===== src/rtl/step_sequencer_if.sv =====
// Control and output bundle of the pattern step sequencer.
// The slave side is the sequencer; the master side is the register block
// that drives tempo/pattern controls and the oscillator that consumes
// the per-step outputs.
interface step_sequencer_if #(
    parameter int STEP_W = 4,
    parameter int CNT_W  = 16
);
    logic              tick;
    logic              start;
    logic              stop;
    logic [CNT_W-1:0]  tempo;
    logic [CNT_W-1:0]  gate_ticks;
    logic [STEP_W-1:0] loop_len;
    logic              wr_en;
    logic [STEP_W-1:0] wr_addr;
    logic [8:0]        wr_data;

    logic [7:0]        period;
    logic              osc_enable;
    logic              phase_clear;
    logic              gate;
    logic [STEP_W-1:0] step;
    logic              step_strobe;
    logic              busy;

    modport master (
        output tick, start, stop, tempo, gate_ticks, loop_len,
               wr_en, wr_addr, wr_data,
        input  period, osc_enable, phase_clear, gate, step, step_strobe, busy
    );

    modport slave (
        input  tick, start, stop, tempo, gate_ticks, loop_len,
               wr_en, wr_addr, wr_data,
        output period, osc_enable, phase_clear, gate, step, step_strobe, busy
    );
endinterface


===== src/rtl/step_sequencer.sv =====
// Pattern step sequencer: walks a small RAM of per-step oscillator periods
// at a tempo counted in sample ticks, producing the oscillator wrap value,
// its count enable, a phase-clear pulse at each step start and a note gate.
module step_sequencer #(
    parameter int STEPS  = 16,
    parameter int STEP_W = 4,
    parameter int CNT_W  = 16
) (
    input  logic            clk,
    input  logic            reset,
    step_sequencer_if.slave bus
);

    typedef enum logic [1:0] {
        IDLE = 2'd0,
        NOTE = 2'd1,
        GAP  = 2'd2
    } state_t;

    state_t            state_q, state_d;
    logic [STEP_W-1:0] step_q, step_d;
    logic [CNT_W-1:0]  tick_cnt_q, tick_cnt_d;
    logic [7:0]        period_q, period_d;
    logic              rest_q, rest_d;
    logic              strobe_q, strobe_d;

    logic [8:0]        pattern_mem [STEPS];

    // Terminal counts; a zero tempo behaves as one tick per step. The gate
    // terminal wraps when gate_ticks is zero, which is harmless because a
    // zero gate length skips NOTE at step start.
    logic [CNT_W-1:0]  tempo_last;
    logic [CNT_W-1:0]  gate_last;
    logic [STEP_W-1:0] next_step;

    assign tempo_last = (bus.tempo == '0) ? '0 : bus.tempo - CNT_W'(1);
    assign gate_last  = bus.gate_ticks - CNT_W'(1);
    // Comparing with >= lets a loop_len lowered below the playing step wrap at once.
    assign next_step  = (step_q >= bus.loop_len) ? '0 : step_q + STEP_W'(1);

    // Pattern RAM: written any time, read only at a step start so an edit of
    // the playing step shows up on its next occurrence.
    always_ff @(posedge clk) begin
        if (bus.wr_en) begin
            pattern_mem[bus.wr_addr] <= bus.wr_data;
        end
    end

    // Next-state logic: stop beats start, start beats tick-driven advance.
    always_comb begin
        logic              begin_step;
        logic [STEP_W-1:0] target;

        state_d    = state_q;
        step_d     = step_q;
        tick_cnt_d = tick_cnt_q;
        period_d   = period_q;
        rest_d     = rest_q;
        strobe_d   = 1'b0;
        begin_step = 1'b0;
        target     = '0;

        if (bus.stop) begin
            state_d    = IDLE;
            step_d     = '0;
            tick_cnt_d = '0;
        end else if (bus.start) begin
            begin_step = 1'b1;
            target     = '0;
        end else if (state_q != IDLE && bus.tick) begin
            if (tick_cnt_q == tempo_last) begin
                begin_step = 1'b1;
                target     = next_step;
            end else begin
                if (state_q == NOTE && tick_cnt_q == gate_last) begin
                    state_d = GAP;
                end
                tick_cnt_d = tick_cnt_q + CNT_W'(1);
            end
        end

        if (begin_step) begin
            step_d     = target;
            period_d   = pattern_mem[target][7:0];
            rest_d     = pattern_mem[target][8];
            tick_cnt_d = '0;
            strobe_d   = 1'b1;
            state_d    = (bus.gate_ticks != '0) ? NOTE : GAP;
        end
    end

    // Sequencer state register.
    always_ff @(posedge clk) begin
        if (reset) begin
            state_q    <= IDLE;
            step_q     <= '0;
            tick_cnt_q <= '0;
            period_q   <= '0;
            rest_q     <= 1'b0;
            strobe_q   <= 1'b0;
        end else begin
            state_q    <= state_d;
            step_q     <= step_d;
            tick_cnt_q <= tick_cnt_d;
            period_q   <= period_d;
            rest_q     <= rest_d;
            strobe_q   <= strobe_d;
        end
    end

    // Gate comes from registered state only; the count enable qualifies it
    // with the live sample tick so the oscillator advances once per sample.
    logic gate_int;
    assign gate_int        = (state_q == NOTE) && !rest_q;
    assign bus.gate        = gate_int;
    assign bus.osc_enable  = bus.tick && gate_int;
    assign bus.period      = period_q;
    assign bus.phase_clear = strobe_q;
    assign bus.step_strobe = strobe_q;
    assign bus.step        = step_q;
    assign bus.busy        = (state_q != IDLE);

endmodule


===== src/flat_wrapper.sv =====
// flat-port wrapper written by rule: the top's interface ports become plain ports
module step_sequencer_flat 
#(
    parameter int STEPS  = 16,
    parameter int STEP_W = 4,
    parameter int CNT_W  = 16
)
  (clk, reset, bus_tick, bus_start, bus_stop, bus_tempo, bus_gate_ticks, bus_loop_len, bus_wr_en, bus_wr_addr, bus_wr_data, bus_period, bus_osc_enable, bus_phase_clear, bus_gate, bus_step, bus_step_strobe, bus_busy);
  step_sequencer_if #(.STEP_W(STEP_W), .CNT_W(CNT_W)) bus_i ();
  input  logic clk;
  input  logic reset;
  input wire logic [$bits(bus_i.tick)-1:0] bus_tick;
  input wire logic [$bits(bus_i.start)-1:0] bus_start;
  input wire logic [$bits(bus_i.stop)-1:0] bus_stop;
  input wire logic [$bits(bus_i.tempo)-1:0] bus_tempo;
  input wire logic [$bits(bus_i.gate_ticks)-1:0] bus_gate_ticks;
  input wire logic [$bits(bus_i.loop_len)-1:0] bus_loop_len;
  input wire logic [$bits(bus_i.wr_en)-1:0] bus_wr_en;
  input wire logic [$bits(bus_i.wr_addr)-1:0] bus_wr_addr;
  input wire logic [$bits(bus_i.wr_data)-1:0] bus_wr_data;
  output wire logic [$bits(bus_i.period)-1:0] bus_period;
  output wire logic [$bits(bus_i.osc_enable)-1:0] bus_osc_enable;
  output wire logic [$bits(bus_i.phase_clear)-1:0] bus_phase_clear;
  output wire logic [$bits(bus_i.gate)-1:0] bus_gate;
  output wire logic [$bits(bus_i.step)-1:0] bus_step;
  output wire logic [$bits(bus_i.step_strobe)-1:0] bus_step_strobe;
  output wire logic [$bits(bus_i.busy)-1:0] bus_busy;
  assign bus_i.tick = bus_tick;
  assign bus_i.start = bus_start;
  assign bus_i.stop = bus_stop;
  assign bus_i.tempo = bus_tempo;
  assign bus_i.gate_ticks = bus_gate_ticks;
  assign bus_i.loop_len = bus_loop_len;
  assign bus_i.wr_en = bus_wr_en;
  assign bus_i.wr_addr = bus_wr_addr;
  assign bus_i.wr_data = bus_wr_data;
  assign bus_period = bus_i.period;
  assign bus_osc_enable = bus_i.osc_enable;
  assign bus_phase_clear = bus_i.phase_clear;
  assign bus_gate = bus_i.gate;
  assign bus_step = bus_i.step;
  assign bus_step_strobe = bus_i.step_strobe;
  assign bus_busy = bus_i.busy;
  step_sequencer #(.STEPS(STEPS), .STEP_W(STEP_W), .CNT_W(CNT_W)) u_core (.clk(clk), .reset(reset), .bus(bus_i));
endmodule

===== config.mk =====
export PLATFORM = sky130hd
export DESIGN_NAME = step_sequencer_flat
export DESIGN_NICKNAME = d
export VERILOG_FILES = /design/src/rtl/step_sequencer_if.sv /design/src/rtl/step_sequencer.sv /design/src/flat_wrapper.sv
export SDC_FILE = /design/constraint.sdc
export NUM_CORES = 1
export LEC_CHECK = 0
export ABC_CLOCK_PERIOD_IN_PS = 12100
export BUFFER_PORTS_ARGS = -buffer_cell sky130_fd_sc_hd__buf_4
export CAP_MARGIN = 20
export CORE_ASPECT_RATIO = 0.75
export CORE_MARGIN = 5
export CORE_UTILIZATION = 36
export CTS_CLUSTER_DIAMETER = 60
export CTS_CLUSTER_SIZE = 10
export DETAILED_ROUTE_END_ITERATION = 10
export GPL_TIMING_DRIVEN = 1
export PLACE_DENSITY_LB_ADDON = 0.05
export SYNTH_ARGS = -nofsm -noshare
export SYNTH_HDL_FRONTEND = slang
export SYNTH_SLANG_ARGS = --single-unit

===== constraint.sdc =====
create_clock -name clk -period 12.1 [get_ports clk]
set_clock_uncertainty 0.1 [all_clocks]
set_input_delay 1.21 -clock clk [delete_from_list [all_inputs] [get_ports clk]]
set_output_delay 1.21 -clock clk [all_outputs]
set_load 0.01 [all_outputs]

* Word-level counts from Yosys, hierarchy flattened
Memories as Yosys holds them, arrays and structs flattened. A register that Yosys moved wholly into a read port is not among the register bits.
Index checks and enable logic that the tools add are counted.
** Word-level totals
- Register bits :: 23
- Memory bits (writable) :: 144
- Input port bits :: 55
- Output and inout port bits :: 17
- Word-level logic and storage cells :: 53
- Memories kept :: 1
** Memories
- u_core.pattern_mem :: words 16, width 9, read ports 1, clocked after memory_dff 1, wr ports 1, RTL line step_sequencer.sv:27 : logic [8:0] pattern_mem [STEPS];
** Operators by class
- Add/sub/neg operators :: 4
- Order comparisons :: 1
- Equal/unequal tests :: 5
- Muxes and demuxes :: 22
- Bitwise gates (word level) :: 2
- Reduce and logical (&&, ||, !) cells :: 14
** Operators by type and width (number)
- == test 16 bit :: 2
- subtractor 16 x 1 -> 16 bit (second input constant) :: 2
- 2-to-1 mux 4 bit :: 7
- adder 16 x 1 -> 16 bit (second input constant) :: 1
- zero test 16 bit :: 1
- 2-to-1 mux 16 bit :: 1
- nonzero test 16 bit :: 1
- 2-to-1 mux 2 bit :: 7
- 2-to-1 mux 1 bit :: 7
- nonzero test 3 bit :: 2
- adder 4 x 1 -> 4 bit (second input constant) :: 1
- >= comparator 4 bit :: 1
- logical AND 1 bit :: 4
- AND reduction 4 bit :: 1
- nonzero test 2 bit :: 2
- != test 3 x 1 -> 1 bit (second input constant) :: 1
- != test 3 bit (second input constant) :: 1
- AND reduction 3 bit :: 1
- OR reduction 3 bit :: 1
- == test 2 x 1 -> 1 bit (second input constant) :: 1
- inverter 1 bit :: 2
- zero test 1 bit :: 1

* Logic depth before layout (Yosys ltp)
Gate-level depths: netlist (run 1).
- Depth after elaboration :: 9
- Mapped depth :: 15
- Depth with buffers taken out :: 11

* Worst setup path before layout (run 1)
No wires, ideal clock.
- Path type :: input to register
- From :: input port bus_tempo[0]
- To :: register u_core.period_q[0] (netlist: u_core.bus.period[0]) (read register of u_core.pattern_mem)
- Library setup time :: 0.091 ns
- Arrival time :: 4.468 ns
- Data required time :: 11.909 ns
- Slack :: 7.441 ns
- Stages on the path :: 14
- Buffers on the path :: 3
- Cells stage by stage :: inv_1 > ha_1 > buf_2 > or3b_2 > or4_1 > clkbuf_1 > nor2_1 > xor2_1 > a2111oi_4 > nand4_2 > or4_1 > buf_2 > o221a_1 > a311oi_1
** On the way
- Word-level cells in the longest chain between the ends :: 7
- Elaborated cells on any way between the ends :: 12
- Those cells by class :: add/sub: 1; eq/ne: 1; mux: 9; reduce/logical: 1
** Ends and longest elaborated chain
- start, declared :: RTL line flat_wrapper.sv:15 : input wire logic [$bits(bus_i.tempo)-1:0] bus_tempo;
- subtractor 16 x 1 -> 16 bit or zero test 16 bit (tied branches) :: RTL line step_sequencer.sv:36 : assign tempo_last = (bus.tempo == '0) ? '0 : bus.tempo - CNT_W'(1);
- 2-to-1 mux 16 bit * :: RTL line step_sequencer.sv:36
- == test 16 bit * :: RTL line step_sequencer.sv:71 : if (tick_cnt_q == tempo_last) begin
- 2-to-1 mux 4 bit or 2-to-1 mux 1 bit (tied branches) :: RTL line step_sequencer.sv:71
- 2-to-1 mux 4 bit or 2-to-1 mux 1 bit (tied branches) :: RTL line step_sequencer.sv:70 : end else if (state_q != IDLE && bus.tick) begin
- 2-to-1 mux 4 bit or 2-to-1 mux 1 bit (tied branches) :: RTL line step_sequencer.sv:67 : end else if (bus.start) begin
- 2-to-1 mux 4 bit or 2-to-1 mux 1 bit (tied branches) :: RTL line step_sequencer.sv:63 : if (bus.stop) begin
- end, declared :: RTL line step_sequencer.sv:23 : logic [7:0] period_q, period_d;
Mark *: on every way between the ends. The rest lies on a longest branch, timed or not.
A chain may end at the register's enable or synchronous reset.

* Worst setup path in the final report (run 1)
Ends and elaborated chain as after synthesis.

==> results.md, run 1 <==
- Status: finished clean
- Final setup viols: 0
- Ys async rst share: 0
- Syn. warnings: 0
- PnR Total Power: approximately 1.3 mW
- Post-Place Cells: between 1000 and 1500
- Total track usage: 0.194
- Post-Syn Nets: between 800 and 900
- Worst Setup Slack, final: 6.92 ns
- Routed WL per cell: approximately 23 um
- 1st-pass router iterations: 5
- CTS root buffer: clkbuf_16
- Reg area: approximately 5000 um2
- Fill cells: approximately 2300
- ANT cells: 0
- Total gr overflow: 0
- Req. time, crit path: between 10 and 15 ns
- Final period util: 0.428
- Pre-CTS WS: roughly 6.5 ns
- Fin Hold WS: about 0.41 ns
- Crit path cell chain: buf_4, inv_1, ha_1, or3b_2, nor4_4, and2_1, o21ai_0, a211o_1, nor3_1, nand2_1, a211oi_1, a311oi_1
- Final Hold Viols: 0
- Unique cell type count in the Yosys netlist: 77
- Tmin final: just over 5 ns
- Core area: about 24000 um2
- Startpoint type of the worst setup path: input pin
- PostCTS Resize Cnt: 0
- Core Util, Final: 0.424
- Initial Util: 0.365
- Final HPWL from detailed placement: ~19000 um
- Crit Path Max Fanout: 10
- Endpoint class of the critical path: flop
- H-Tree Depth: 4
- Top-Level Pins: a little over 70
- Worst Path Arrival: roughly 5.4 ns
- Buf/Inv on CP: 2
- Worst reg2reg setup slack: 7.77 ns
- Sequential share of the synthesized area: 0.570
- Xor-xnor portion of the synthesized cell area: 0.0388
- P_int: slightly below 1 mW
- Comb pwr share: 0.063
- Initial antenna violation count: 0
- Worst Tran Pin Value: 1.11 ns
- Maximum clock insertion buffer count: 2
- Compound-gate portion of the synthesized area: 0.167
- Gate Count Post-Synth: slightly below 800
- Largest family of logic cells by synthesized area: compound AO/OA/AOI/OAI gates
- Vias in the first global route: 6463
- Fin nets: between 800 and 900
- PwrDens: about 130 nW/um2
- GPL Wtd Cong: roughly 0.89
- Worst hold path type: flop to flop
- Die height: about 140 um
- Sw Ratio: 0.241
- CTS Sinks: ~180
- Number of synthesized flops with an enable pin: 144
- Slew margin rel.: 0.256
- Mux contribution to synthesized area: 0.0121
- Kind of cell adding the most delay to the critical path: simple AND/OR/NAND/NOR gates
- Die W: 190 um
- DRC errors left: 0
- Via count: about 6700
- Post-Synth Simple-Gate Area: 0.166
- RSZ-0062 raised after global routing: no
- Setup TNS Final: 0 ns
- Adder-Cell Fraction of Synth Area: 0.0115
- Final Non-Filler Cells: around 1100
- Clk_lat worst skew: around 0.44 ns
- Clock slew at reported path FFs: roughly 0.07 ns
- Antenna-violating nets left: 0
- FP Rows: between 40 and 50
- Crit-path slowest cell: nor3_1
- P_sw: 315 uW
- Area growth syn-to-layout: 16.4%
- Post-synth top flop: edfxtp_1
- Num CTS Buffers: 17
- Synthesized flop and latch total: 176
- Max-cap violations: 0
- Cts-stage hold buffer count: 0
- Multi-input gate area: 3450 um2
- VDD IR-drop max: around 0.084 mV
- CTS tree: built
- Cell Area, Synth: 8720 um2
- Total Routed Length: between 20000 and 30000 um
- Dpl cell area: 9530 um2
- Clock Power Share: 0.424
- Share of post-route cells with drive strength above 1: 0.161
- Mean Syn Cell Area: ~11 um2
- Port-buffer cells: 71
- Leak Pwr: 3.35 nW
- Postcts setup bufs: 0
- CP max stage delay: 0.80 ns
- First-pass GRT wire length: 40000 um
- Crit Path Class: input pin to flop
- Largest net degree at the start of global routing: ~50
- Vias per inst: a little under 6
- Sequential power share: 0.512
- Count of pins over their slew limit: 0
- DR iter-0 viols: between 600 and 700
- Die Footprint: 27500 um2
- Fmax: 193 MHz
- Fin area: around 10000 um2
-- sequential cells by signal (all words and copies together) (netlist names) --
signal and cells:
u_core.pattern_mem 144, u_core.tick_cnt_q 16, u_core.state_q 2, u_core.bus.phase_clear 1
u_core.bus.period 8, u_core.rest_q 1, u_core.bus.step 4
-- synth_stat cells, drive strengths merged, types with 8 or more instances --
master / count / area share
a211oi: 9 / 0.0078
a21oi: 34 / 0.020
a221oi: 9 / 0.0090
a22oi: 22 / 0.019
a311oi: 10 / 0.011
a32oi: 10 / 0.010
and3: 14 / 0.010
buf: 10 / 0.0063
clkbuf: 37 / 0.016
dfxtp: 32 / 0.073
edfxtp: 144 / 0.50
ha: 8 / 0.011
inv: 28 / 0.012
nand2: 49 / 0.021
nand3: 30 / 0.017
nand4: 9 / 0.0072
nor2: 44 / 0.019
nor3: 26 / 0.016
nor4: 19 / 0.017
o21ai: 42 / 0.024
o22ai: 8 / 0.0057
or3: 22 / 0.016
xnor2: 22 / 0.022
xor2: 14 / 0.014
-- worst reg2reg max path, delay by kind of cell, from the launching register on --
kind	cells	cell delay (ns)
DFF	1	0.31
adders and majority gates	1	0.38
buffers and inverters	2	0.56
and+or+nand+nor	3	1.33
AOI/OAI and AO/OA	5	1.52
-- per-layer routing --
| metal | share of wire | global-route usage | wire length, um | vias up |
|---|---|---|---|---|
| li1 | - | - | - | 3146 |
| met1 | 0.52 | 0.313 | 13700 | 3343 |
| met2 | 0.42 | 0.271 | 11000 | 202 |
| met3 | 0.056 | 0.0309 | 1480 | 15 |
| met4 | 0.0085 | 0.0422 | 224 | 0 |
| met5 | 0 | 0 | 0 | - |
-- logic make-up after synthesis --
| group | after synthesis |
|---|---|
| compound gates | 203 |
| xor+xnor | 37 |
| fa+ha+maj | 8 |
| buf+inv | 76 |
| flops | 176 |
| mux | 9 |
| simple gates | 264 |
-- power by group through the flow --
stage | clock network [mW] | registers (mW) | logic, mW
2_1_floorplan | 0 | 0.684 | 0.0368
3_3_place_gp | 0 | 0.684 | 0.0807
6_report | 0.556 | 0.671 | 0.0827
3_5_place_dp | 0 | 0.684 | 0.0824
5_1_grt | 0.590 | 0.672 | 0.0907
4_1_cts | 0.565 | 0.671 | 0.0828
-- worst paths after layout --
kind / startpoint / endpoint / depth (start not counted)
setup reg to reg: u_core.bus.step[0] / u_core.bus.period[0] / 11
hold reg to reg: u_core.rest_q / u_core.rest_q / 2
hold / removal: u_core.rest_q / u_core.rest_q / 2
setup / recovery: bus_tempo[0] / u_core.bus.period[0] / 12
-- final cells by class --
type,instances,area share
clock inverter,14,0.0167
inverter,29,0.0107
multi-input combinational,521,0.340
timing repair buffer,86,0.0634
clock buffer,17,0.0419
sequential,176,0.489
tap,306,0.0377
-- cell usage in the layout, fill, tap and decap left out, types with 6 or more instances in the layout --
cell	n
edfxtp_1	144
buf_4	84
nand2_1	49
nor2_1	43
o21ai_0	42
a21oi_1	34
dfxtp_1	32
nand3_1	30
inv_1	28
nor3_1	25
a22oi_1	22
xnor2_1	22
or3_1	21
nor4_1	17
clkbuf_16	17
xor2_1	14
and3_1	14
a32oi_1	10
a211oi_1	9
a311oi_1	9
a221oi_1	9
nand4_1	8
o22ai_1	8
ha_1	8
and2_1	7
a31oi_1	7
a222oi_1	7
nand2b_1	6
or4_1	6
mux2i_1	6
o211ai_1	6
o221a_1	6
Note: power is estimated with default switching activity, not from simulation.
==> run 2: changes to the inputs <==
--- a/config.mk
+++ b/config.mk
@@ -5,7 +5,7 @@
 export SDC_FILE = /design/constraint.sdc
 export NUM_CORES = 1
 export LEC_CHECK = 0
-export ABC_CLOCK_PERIOD_IN_PS = 12100
+export ABC_CLOCK_PERIOD_IN_PS = 4270
 export BUFFER_PORTS_ARGS = -buffer_cell sky130_fd_sc_hd__buf_4
 export CAP_MARGIN = 20
 export CORE_ASPECT_RATIO = 0.75
==> constraint.sdc (replaced) <==
create_clock -name clk -period 4.27 [get_ports clk]
set_clock_uncertainty 0.1 [all_clocks]
set_input_delay 0.427 -clock clk [delete_from_list [all_inputs] [get_ports clk]]
set_output_delay 0.427 -clock clk [all_outputs]
set_load 0.01 [all_outputs]
==> results.md, run 2 (same netlist as run 1, synthesis figures left out) <==
- Status: finished clean
- VDD IR-drop max: ~0.2 mV
- Worst Tran Pin Value: 1.06 ns
- CTS Sinks: 176
- Top-Level Pins: approximately 70
- Share of post-route cells with drive strength above 1: 0.179
- Startpoint type of the worst setup path: input pin
- Final period util: 0.902
- Slew margin rel.: 0.293
- Fill cells: between 2000 and 2500
- P_sw: around 930 uW
- Initial Util: 0.365
- Crit Path Max Fanout: 7
- Reg2Reg Depth: 9
- Cts-stage hold buffer count: 0
- FF-to-FF Start: u_core.tick_cnt_q[4]
- Clock slew at reported path FFs: 0.07 ns
- Comb pwr share: 0.064
- Setup TNS Final: 0 ns
- CTS root buffer: clkbuf_16
- DR iter-0 viols: around 700
- DRC errors left: 0
- Total Routed Length: between 20000 and 30000 um
- Die W: 190 um
- Sw Ratio: 0.250
- Sequential power share: 0.513
- Port-buffer cells: 71
- Most common cell after layout, fill and taps aside: edfxtp_1
- Fmax: 260 MHz
- Fin nets: between 900 and 1000
- Antenna-violating nets left: 0
- FP Rows: 49
- CTS tree: built
- Final Hold Viols: 0
- Req. time, crit path: 4.50 ns
- HP Start: bus_start
- Clk_lat worst skew: 0.45 ns
- Max-cap violations: 0
- P_int: 2.78 mW
- Endpoint class of the critical path: flop
- Postcts setup bufs: 0
- Hold path depth: 2
- Crit Reg-Reg Endpoint: u_core.bus.period[7]
- Worst hold path type: input pin to flop
- PnR Total Power: around 3.7 mW
- Worst reg2reg setup slack: 0.60 ns
- Total gr overflow: 0
- Max reg flops: around 140
- Vias in the first global route: approximately 6400
- Via count: a little under 7000
- Initial antenna violation count: 1
- Maximum clock insertion buffer count: 2
- Worst Path Arrival: roughly 4.1 ns
- Crit Path Class: input pin to flop
- Tmin final: roughly 3.9 ns
- First-pass GRT wire length: just under 40000 um
- PostCTS Resize Cnt: 0
- PwrDens: 360 nW/um2
- Routed WL per cell: around 23 um
- Die Footprint: 27500 um2
- 1st-pass router iterations: 5
- H-Tree Depth: 4
- Vias per inst: slightly below 6
- Min-Delay Endpoint: u_core.tick_cnt_q[0]
- Total track usage: 0.192
- RSZ-0062 raised after global routing: no
- Num CTS Buffers: 17
- Final setup viols: 0
- Core area: 23900 um2
- Area growth syn-to-layout: 18.2%
- Most frequent cells in the layout: edfxtp_1, buf_4, nand2_1, nor2_1, o21ai_0
- Post-Place Cells: roughly 1100
- Clock Power Share: 0.423
- Count of pins over their slew limit: 0
- Largest reg by FF count: u_core.pattern_mem
- Die height: roughly 140 um
- ANT cells: 0
- Leak Pwr: 3.45 nW
- Largest net degree at the start of global routing: 21
- GPL Wtd Cong: about 0.87
- Final Non-Filler Cells: about 1200
- Final HPWL from detailed placement: between 15000 and 20000 um
run 2: cell types whose count changed in the layout (fill, tap and decap cells not counted), sizes merged:
cell	delta
buf	+18
clkinv	+5
clkinvlp	-2
inv	-2
bufinv	-1
clkbuf	+1
run 2: worst max path at each step:
stage / start / endpoint / slack (ns) / cells past startpoint
2_1_floorplan: bus_tempo[0] / u_core.bus.period[0] / 0.39 / 14
3_3_place_gp: bus_tempo[0] / u_core.rest_q / 0.15 / 12
3_5_place_dp: bus_tempo[0] / u_core.bus.period[1] / 0.04 / 12
4_1_cts: bus_tempo[0] / u_core.bus.period[7] / 0.48 / 12
5_1_grt: bus_tempo[0] / u_core.bus.period[1] / 0.23 / 12
6_report: bus_tempo[0] / u_core.bus.period[7] / 0.42 / 12
run 2: layout make-up:
class                      instances  area (um2)  share of cell area
tap                              306         383              0.0372
inverter                          29         109              0.0106
clock buffer                      18         429              0.0417
multi-input combinational        521        3450               0.335
sequential                       176        4960               0.482
clock inverter                    14         183              0.0177
timing repair buffer             104         781              0.0758
run 2: power groups by stage:
| stage | logic [mW] | registers (mW) | clock network [mW] |
|---|---|---|---|
| after floorplan | 0.104 | 1.94 | 0 |
| after global placement | 0.233 | 1.94 | 0 |
| after detailed placement | 0.236 | 1.94 | 0 |
| after CTS | 0.237 | 1.90 | 1.59 |
| after global routing | 0.259 | 1.90 | 1.66 |
| final | 0.237 | 1.90 | 1.57 |
run 2: worst max-delay path, cell delays in order:
cell and delay, ns:
buf_4 0.14, inv_1 0.08, ha_1 0.16, or3b_2 0.51, or4_1 0.53, o21ai_0 0.21, o32ai_1 0.10, a211oi_1 0.36
nand4_2 0.21, or4_1 0.76, o221a_1 0.29, a311oi_1 0.30
run 2: per-layer routing:
layer / track usage / vias up / share of wire
li1: - / 3183 / -
met1: 0.317 / 3385 / 0.53
met2: 0.257 / 255 / 0.40
met3: 0.0338 / 20 / 0.065
met4: 0.0449 / 0 / 0.011
met5: 0 / - / 0
run 2: stage by stage:
stage	instance area [um2]	worst slack [ns]	hold slack [ns]	utilization
after floorplan	8720	0.394	0.376	-
after global placement	9680	0.152	0.379	0.405
after detailed placement	9680	0.0419	0.405	0.405
after CTS	10300	0.476	0.0994	0.430
after global routing	10300	0.230	0.0971	0.431
final	10300	0.418	0.120	0.431
==> run 3: changes to the inputs <==
--- a/config.mk
+++ b/config.mk
@@ -5,7 +5,7 @@
 export SDC_FILE = /design/constraint.sdc
 export NUM_CORES = 1
 export LEC_CHECK = 0
-export ABC_CLOCK_PERIOD_IN_PS = 4270
+export ABC_CLOCK_PERIOD_IN_PS = 3400
 export BUFFER_PORTS_ARGS = -buffer_cell sky130_fd_sc_hd__buf_4
 export CAP_MARGIN = 20
 export CORE_ASPECT_RATIO = 0.75
==> constraint.sdc (replaced) <==
create_clock -name clk -period 3.4 [get_ports clk]
set_clock_uncertainty 0.1 [all_clocks]
set_input_delay 0.34 -clock clk [delete_from_list [all_inputs] [get_ports clk]]
set_output_delay 0.34 -clock clk [all_outputs]
set_load 0.01 [all_outputs]
==> results.md, run 3 (same netlist as run 1, synthesis figures left out) <==
- Die W: ~190 um
- Endpoint class of the critical path: flop
- Leak Pwr: ~3.8 nW
- Fin area: 10900 um2
- Routed WL per cell: 22.0 um
- Vias per inst: roughly 5.6
- Num CTS Buffers: 17
- Top-Level Pins: between 70 and 80
- GPL Wtd Cong: approximately 0.85
- Req. time, crit path: 3.65 ns
- Most frequent cells in the layout: buf_4, edfxtp_1, nand2_1, nor2_1, o21ai_0
- Max-cap violations: 0
- Final setup viols: 0
- Antenna-violating nets left: 0
- Dpl cell area: 10200 um2
- Core Util, Final: 0.456
- Die Footprint: between 20000 and 30000 um2
- Core area: ~24000 um2
- CTS Sinks: between 150 and 200
- Port-buffer cells: 71
- Initial antenna violation count: 0
- Worst Path Arrival: 3.56 ns
- Total Routed Length: 27200 um
- Final HPWL from detailed placement: ~20000 um
- Most common cell after layout, fill and taps aside: buf_4
- Initial Util: 0.365
- Status: finished clean
- Total gr overflow: 0
- Final period util: 0.973
- PwrDens: 438 nW/um2
- H-Tree Depth: 4
- 1st-pass router iterations: 5
- Crit Path Class: input pin to flop
- Via count: 6889
- FP Rows: 49
- DR iter-0 viols: 480
- Count of pins over their slew limit: 0
- Die height: between 100 and 150 um
- Startpoint type of the worst setup path: input pin
- Fmax: about 300 MHz
- First-pass GRT wire length: approximately 40000 um
- CTS root buffer: clkbuf_16
- Fin Hold WS: approximately 0.049 ns
- Max reg flops: around 140
- Share of post-route cells with drive strength above 1: 0.252
- DRC errors left: 0
- Vias in the first global route: 6650
- Crit Path Max Fanout: 7
- Worst Tran Pin Value: 0.960 ns
- Fin nets: about 1000
- Largest net degree at the start of global routing: 30
- RSZ-0062 raised after global routing: no
- Clk_lat worst skew: between 0.4 and 0.5 ns
- VDD IR-drop max: 0.357 mV
- Total track usage: 0.198
- CTS tree: built
- Tmin final: ~3.3 ns
- Area growth syn-to-layout: 25.1%
- Cts-stage hold buffer count: 0
- Slew margin rel.: 0.358
- Clock slew at reported path FFs: approximately 0.070 ns
- Final Hold Viols: 0
- Worst hold path type: input pin to flop
- Largest reg by FF count: u_core.pattern_mem
- Maximum clock insertion buffer count: 2
-- run 3: changes by cell type in the layout (fill, tap and decap cells not counted), moves of 3 or more --
| cell | before | now |
|---|---|---|
| buf_4 | 103 | 168 |
| clkinv_8 | 7 | 0 |
| bufinv_16 | 0 | 4 |
| clkinv_2 | 0 | 3 |
| nor3_1 | 25 | 22 |
| nor3_2 | 1 | 4 |
-- run 3: critical path, cell delays in order --
cell and delay, ns:
buf_4 0.14, inv_12 0.05, ha_4 0.12, or3b_4 0.39, or4_4 0.47, nor2_1 0.14, xor2_1 0.11, a2111oi_4 0.41
nand4_2 0.24, or4_4 0.64, o221a_1 0.25, a311oi_2 0.24
-- run 3: worst paths after layout --
path | cells after the start | to | startpoint | slack (ns)
setup / recovery | 12 | u_core.bus.period[7] | bus_tempo[1] | 0.09
hold / removal | 2 | u_core.tick_cnt_q[0] | bus_start | 0.05
setup reg to reg | 10 | u_core.bus.period[7] | u_core.tick_cnt_q[4] | 0.19
hold reg to reg | 2 | u_core.bus.period[0] | u_core.bus.period[0] | 0.41
-- run 3: power by group --
part | internal, mW | total [mW] | switching [mW] | leakage [nW]
registers | 2.37 | 2.39 | 0.0150 | 1.56
logic | 0.146 | 0.337 | 0.190 | 1.94
clock network | 1.23 | 2.05 | 0.826 | 0.299
total | 3.75 | 4.78 | 1.03 | 3.80
-- run 3: area by class of cell --
class                      instances  area (um2)
fill                            2249       13000
sequential                       176        4970
multi-input combinational        521        3530
timing repair buffer             169        1280
clock buffer                      17         425
tap                              306         383
clock inverter                    15         190
inverter                          29         129
antenna                            1        2.50
-- run 3: metal layers --
metal	wire, um	global-route usage	part of all wire
met4	233	0.0403	0.0086
met2	11300	0.282	0.42
met3	1870	0.0463	0.069
met1	13800	0.306	0.51
met5	0	0	0
-- run 3: repair_timing --
action / CTS / global route
gates cloned: 0 / 0
pin swaps: 0 / 7
setup buffers: 0 / 2
resized for setup: 2 / 8
endpoints found under the setup margin: 6 / 21
-- run 3: metrics by stage --
stage / total power [mW] / setup TNS [ns] / setup slack (ns) / std cells
floorplan: 2.57 / -1.12 / -0.177 / 773
global placement: 2.76 / -7.67 / -0.469 / 1199
finish: 4.78 / 0 / 0.0931 / 1234
CTS: 4.82 / 0 / 0.0389 / 1231
global route: 4.94 / 0 / 0.0122 / 1233
detailed placement: 2.77 / -9.98 / -0.526 / 1199
